[src/rtl/regfile_sb.sv]
// Parametrised multi-read-port register file with a per-register pending
// scoreboard, used by decode/issue to read operands and stall on producers.
module regfile_sb #(
  parameter int XLEN     = 32,
  parameter int NREGS    = 32,
  parameter int NREAD    = 2,
  parameter int ZERO_REG = 1,
  parameter int BYPASS   = 1
) (
  input  logic                          clk,
  input  logic                          rst_n,
  input  logic [NREAD*$clog2(NREGS)-1:0] ra,
  output logic [NREAD*XLEN-1:0]          rd,
  output logic [NREAD-1:0]               rrdy,
  input  logic                          we,
  input  logic [$clog2(NREGS)-1:0]       wa,
  input  logic [XLEN-1:0]                wd,
  input  logic                          mark_en,
  input  logic [$clog2(NREGS)-1:0]       mark_a,
  output logic [$clog2(NREGS+1)-1:0]     pend_cnt
);

  localparam int AW  = $clog2(NREGS);
  localparam int CW  = $clog2(NREGS+1);
  localparam int AWX = AW + 1;
  localparam logic [AW:0] NREGS_X = AWX'(NREGS);

  logic [XLEN-1:0]  rf [NREGS];
  logic [NREGS-1:0] pend;

  logic wr_ok;
  logic mk_ok;
  logic cnt_inc;
  logic cnt_dec;

  function automatic logic addr_ok(input logic [AW-1:0] a);
    return ({1'b0, a} < NREGS_X) && !((ZERO_REG != 0) && (a == '0));
  endfunction

  // Gating with rst_n keeps bypass and updates inert while reset is held.
  assign wr_ok = rst_n && we && addr_ok(wa);
  assign mk_ok = rst_n && mark_en && addr_ok(mark_a);

  // A mark on the written address keeps the bit set, so the clear is not counted.
  assign cnt_inc = mk_ok && !pend[mark_a];
  assign cnt_dec = wr_ok && pend[wa] && !(mk_ok && (mark_a == wa));

  always_ff @(posedge clk or negedge rst_n) begin
    if (!rst_n) begin
      for (int r = 0; r < NREGS; r++) rf[r] <= '0;
      pend     <= '0;
      pend_cnt <= '0;
    end else begin
      if (wr_ok) begin
        rf[wa]   <= wd;
        pend[wa] <= 1'b0;
      end
      if (mk_ok) pend[mark_a] <= 1'b1;
      pend_cnt <= pend_cnt + CW'(cnt_inc) - CW'(cnt_dec);
    end
  end

  always_comb begin
    rd   = '0;
    rrdy = '1;
    for (int i = 0; i < NREAD; i++) begin
      if (addr_ok(ra[i*AW +: AW])) begin
        if ((BYPASS != 0) && wr_ok && (wa == ra[i*AW +: AW])) begin
          rd[i*XLEN +: XLEN] = wd;
          rrdy[i]            = 1'b1;
        end else begin
          rd[i*XLEN +: XLEN] = rf[ra[i*AW +: AW]];
          rrdy[i]            = ~pend[ra[i*AW +: AW]];
        end
      end
    end
  end

endmodule
[config.mk]
export PLATFORM = sky130hd
export DESIGN_NAME = regfile_sb
export DESIGN_NICKNAME = d
export VERILOG_FILES = /design/src/rtl/regfile_sb.sv
export SDC_FILE = /design/constraint.sdc
export NUM_CORES = 2
export LEC_CHECK = 0
export CAP_MARGIN = 20
export CORE_ASPECT_RATIO = 0.6
export CORE_MARGIN = 10
export CORE_UTILIZATION = 30
export CTS_BUF_LIST = sky130_fd_sc_hd__clkbuf_8
export DETAILED_ROUTE_END_ITERATION = 10
export GPL_ROUTABILITY_DRIVEN = 0
export GPL_TIMING_DRIVEN = 0
export PLACE_DENSITY = 0.41
export SYNTH_ARGS = -nofsm -noshare
export SYNTH_HDL_FRONTEND = slang
export SYNTH_SLANG_ARGS = --single-unit
[constraint.sdc]
create_clock -name clk -period 4.95 [get_ports clk]
set_input_delay 1.485 -clock clk [delete_from_list [all_inputs] [get_ports clk]]
set_output_delay 1.485 -clock clk [all_outputs]
set_load 0.02 [all_outputs]
; ---- Yosys cells after proc, flatten, opt, wreduce, memory -nomap -nowiden
; Index checks and enable logic that the tools add are counted.
; W data, S select, Z words.
[totals]
regBits = 1062
input_bits = 56
out_inout_bits = 72
[classes]
n_addsub = 2
n_lt_le_gt_ge = 10
eq_ne = 3
n_mux = 31
bitwise_logic = 8
n_reduce_logical = 21
[ops]
columns = operator, count
row1 = $bwmux W1024, 1
row2 = $mux W32, 11
row3 = $bmux W32 S5, 2
row4 = $demux W32 S5, 1
row5 = $and A32 B32 Y32, 1
row6 = $not A32 Y32, 1
row7 = $or A32 B32 Y32, 1
row8 = $lt A5 B6 Y1 const B, 4
row9 = $bmux W1 S5, 4
row10 = $logic_not A5 Y1, 4
row11 = $ge A6 B6 Y1 const B, 3
row12 = $not A5 Y6, 3
row13 = $eq A5 B5 Y1, 3
row14 = $logic_and A1 B1 Y1, 13
row15 = $demux W1 S5, 2
row16 = $ge A5 B1 Y1 const B, 2
row17 = $mux W1, 10
row18 = $add A6 B1 Y6, 1
row19 = $lt A6 B1 Y1 const B, 1
row20 = $sub A6 B1 Y6, 1
row21 = $logic_not A1 Y1, 4
row22 = $not A1 Y1, 2

; ---- Longest topological paths before layout
[depth]
ltp_word = 9
depth_mapped = 15

; ---- Worst setup path after synthesis
; Ideal clock, no wire load.
[synth_path]
path_kind = input to output
startpoint = in ra[1]
endpoint = out rrdy[0]
arrival_ns = 3.479
t_required_ns = 3.465
slack_ns = -0.014
path_stages = 6
n_path_buf = 3
path_cell_list = buf_2 > buf_2 > clkbuf_1 > mux4_2 > mux4_2 > a32oi_1
[synth_via]
elab_chain_len = 5
[synth_lines]
columns = item, line_no
row1 = "start, declared", 12  ; input logic [NREAD*$clog2(NREGS)-1:0] ra,
row2 = $bmux W1 S5, 73  ; rrdy[i] = ~pend[ra[i*AW +: AW]];
row3 = $mux W1 (implied by the code), 73
row4 = $not A1 Y1, 73
row5 = $mux W1, 68  ; if ((BYPASS != 0) && wr_ok && (wa == ra[i*AW +: AW])) begin
row6 = $mux W1 (*), 67  ; if (addr_ok(ra[i*AW +: AW])) begin
row7 = "end, declared", 14  ; output logic [NREAD-1:0] rrdy,
; Mark *: on every way between the ends. The rest lies on a longest branch, timed or not. The select of a mux whose other input is x is not followed.

; ---- Worst setup path after layout
[layout_path]
startpoint = in ra[2]
endpoint = out rd[23]
[layout_via]
elab_chain_len = 6
[layout_lines]
columns = item, line_no
row1 = $not A5 Y6 (implied by the code), 72  ; rd[i*XLEN +: XLEN] = rf[ra[i*AW +: AW]];
row2 = $bmux W32 S5, 72
row3 = $mux W32 (implied by the code) (2 in series), 72
row4 = $mux W32, 68
row5 = $mux W32 (*), 67
row6 = "end, declared", 13  ; output logic [NREAD*XLEN-1:0] rd,
; Marks and branches as above.

==> key figures <==
Timing
  – Tmin final: around 5500 ps
  – Final Cycle Share: 110.9%
  – Final Hold Vio Count: 0
  – RSZ-0062 raised after global routing: true
  – Max Slew Vio Count: 0
  – Worst Tran Pin Value: between 1000 and 1500 ps
  – Rel. slew slack: under 10%
  – Hold WS: ~480 ps
  – Final setup violation count: 65
  – Setup Skew: approximately 13 ps
  – Achievable Freq: around 0.18 GHz
  – Final WS setup: -538.7 ps

Clock network
  – CTS Buf Count: 184
  – CTS tree: yes
  – Clk root buf: clkbuf_8
  – Max H-tree Level: 4
  – Clock latency on the worst-skew pair: ~930 ps
  – Clock transition at the registers of the reported paths: 70 ps
  – CTS max path bufs: 4
  – Hold buffers post-CTS: 0
  – Sink Count: around 1100

Pwr
  – Worst ir drop on vdd: about 0.0002 V
  – Clock share of power: ~33%
  – Leakage power: roughly 32 nW
  – P_sw: between 8 and 9 mW
  – Cell internal pwr: between 15 and 20 mW
  – Seq pwr share: 42.7%
  – Power per cell area: 344.4 mW/mm²
  – Total power: between 20 and 30 mW
  – Switching Share: between 30% and 40%
  – Combinational Power Share: a little under a quarter

Route
  – Remaining DRCs: 0
  – Per-cell routed wire length: 42.83 µm
  – Final WL: about 330 mm
  – DRT iter0 DRCs: roughly 7000
  – Vias: around 48000
  – Antenna viol nets, final: 0
  – Vias/cell: about 6.2
  – Drt pass-1 iters: 6

Critical path
  – Critical Path AT: 4000 ps
  – Crit. End Element: primary output
  – Crit path required time: between 3000 and 4000 ps
  – CP startpoint kind: input pin
  – Crit Path Max Fanout: 10
  – Worst Path Class, Setup: input pin to primary output
  – FF-to-FF path depth: 12

Yosys
  – Synth Warn #: 0
  – Dominant cell type by area after synthesis: dfrtp_1
  – Most common cell in the netlist: dfrtp_1
  – Netlist cell types: 61
  – Register area share after synthesis: between 40% and 50%
  – Synth Flop Type: dfrtp_1
  – Synth top cells by count: dfrtp_1 (1062), mux2_2 (846), mux4_2 (393)
  – Synthesis-stage register bit count: roughly 1100
  – Mapped Nets: 4510
  – Synth top area cells: dfrtp_1 (46%), mux2_2 (17%), mux4_2 (15%)
  – Syn Inst Count: ~4400
  – Synth async-reset ratio: 100.0%
  – Number of flops mapped to enable cells by yosys: 0
  – Share of the synthesized area in the top cell type: 46.07%
  – Average cell area after synthesis: 12.97 µm²
  – Synthesized cell area: roughly 0.058 mm²

Floorplanning
  – DIE WIDTH: approximately 600 µm
  – Row count: between 100 and 150
  – Die H: 359.7 µm
  – Ports: 128
  – Core ar.: 0.1908 mm²
  – Starting Density: between 30% and 40%
  – DIE AREA: 0.2108 mm²

Placement
  – Pre-CTS WS: -3505 ps
  – PortBufs: 113
  – Hpwl dp: between 200 and 250 mm

Status
  – Outcome: complete, but fails checks
  – Failing checks: setup timing

Finish
  – Multi-input gate area: 0.03084 mm²
  – Finished Core Util: roughly two fifths
  – Ratio of cells with drive above 1 in the final layout: a little under half
  – Sequential cell area: ~0.027 mm²
  – # nets final: 5066
  – # fillers: 18375
  – Synthesis-to-layout area growth: 27.61%

Global route
  – Largest net degree at the start of global routing: approximately 170
  – First-pass GRT wire length: ~430 mm
  – Vias in the first global route: roughly 45000
  – Grt total ovfl: 0
  – All-Layer GR Usage: between 30% and 40%
  – Initial antenna violation count: 18

Flow run
  – Max Cap Violations: 0

Min path
  – Worst hold path class: input pin to async pin
## metal layers
layer / global-route usage, % / part of all wire (%) / vias to the layer above / routed length, µm
li1: - / - / 17940 / -
met1: 44.44 / 44 / 25625 / 144900
met2: 38.38 / 38 / 3391 / 123900
met3: 12.33 / 14 / 607 / 45160
met4: 11.33 / 4.4 / 6 / 14410
met5: 0 / 0.010 / - / 34
## cells in the final DEF (no fill, tap or decap), types with 66 or more instances in the layout
cell type,synthesis,routed
buf_12,0,71
buf_6,8,99
mux2_2,846,845
clkbuf_1,296,196
mux4_2,393,393
o21ai_0,259,213
buf_4,25,156
o22ai_1,91,78
mux2i_1,311,294
nand2_1,349,341
dfrtp_1,1062,1062
buf_2,127,66
clkbuf_8,0,272
inv_1,41,102
## repair_timing
item,in CTS,in global routing
endpoints found under the setup margin,66,66
gates cloned,14,1
setup buffers,138,65
pin swaps,134,79
resized for setup,1385,181
## worst paths after layout
kind / from / to / slack (ps)
worst max-delay path: ra[2] / rd[23] / -540
worst min-delay path: rst_n / rf[223] / 480
worst max register to register: pend[22] / pend_cnt[4] / 1590
worst min register to register: rf[1017] / rf[1017] / 480
max in group asynchronous: rst_n / rf[911] / 2400
min in group clk: rf[1017] / rf[1017] / 480
## cells by family (layout without fill, tap and decap cells)
group / count (synthesis) / in the layout / share of synthesized area, %
and+or+nand+nor: 577 / 577 / 4.421
other: 0 / 15 / 0
DFF: 1062 / 1062 / 46.07
buffers and inverters: 530 / 1214 / 3.991
muxes: 1550 / 1550 / 37.26
xor gates and xnor gates: 20 / 20 / 0.3037
adders and majority gates: 7 / 7 / 0.1648
AOI/OAI and AO/OA: 701 / 701 / 7.791
## registers in the layout, summed over array words and instances (netlist names)
register	count
rf	1024
pend_cnt	6
pend	32
## critical path, stage by stage
cell and delay, ps:
buf_4 160, buf_12 170, inv_1 110, clkbuf_4 310, clkbuf_2 490, nand2_1 110
nand2_1 140, a21oi_2 100, o211ai_1 620, buf_4 270
## layout make-up
cell class | count | share of cell area (%)
sequential | 1062 | 36.10
multi-input combinational | 2855 | 41.90
tap | 2520 | 4.283
inverter | 47 | 0.2958
timing repair buffer | 381 | 6.512
clock inverter | 78 | 0.4674
clock buffer | 236 | 4.412
antenna | 15 | 0.05099
buffer | 472 | 5.976
## through the flow
stage | cell area (µm²) | TNS [ps] | std cells
6_report | 73610 | -16850 | 7666
5_1_grt | 73580 | -16550 | 7654
4_1_cts | 72420 | -16860 | 7594
3_5_place_dp | 63130 | -355480 | 7135
3_3_place_gp | 61970 | - | 7080
2_1_floorplan | 57690 | 0 | 4447
## power by group through the flow
stage                     combinational [mW]  clock (mW)  sequential [mW]
final                                   6.06        8.47             10.8
after CTS                               5.82        8.52             10.7
after floorplan                         3.14           0             10.6
after detailed placement                5.14           0             10.9
after global routing                    6.29        8.91             10.9
after global placement                  5.01           0             10.9
Power figures use the tool's default switching activity.
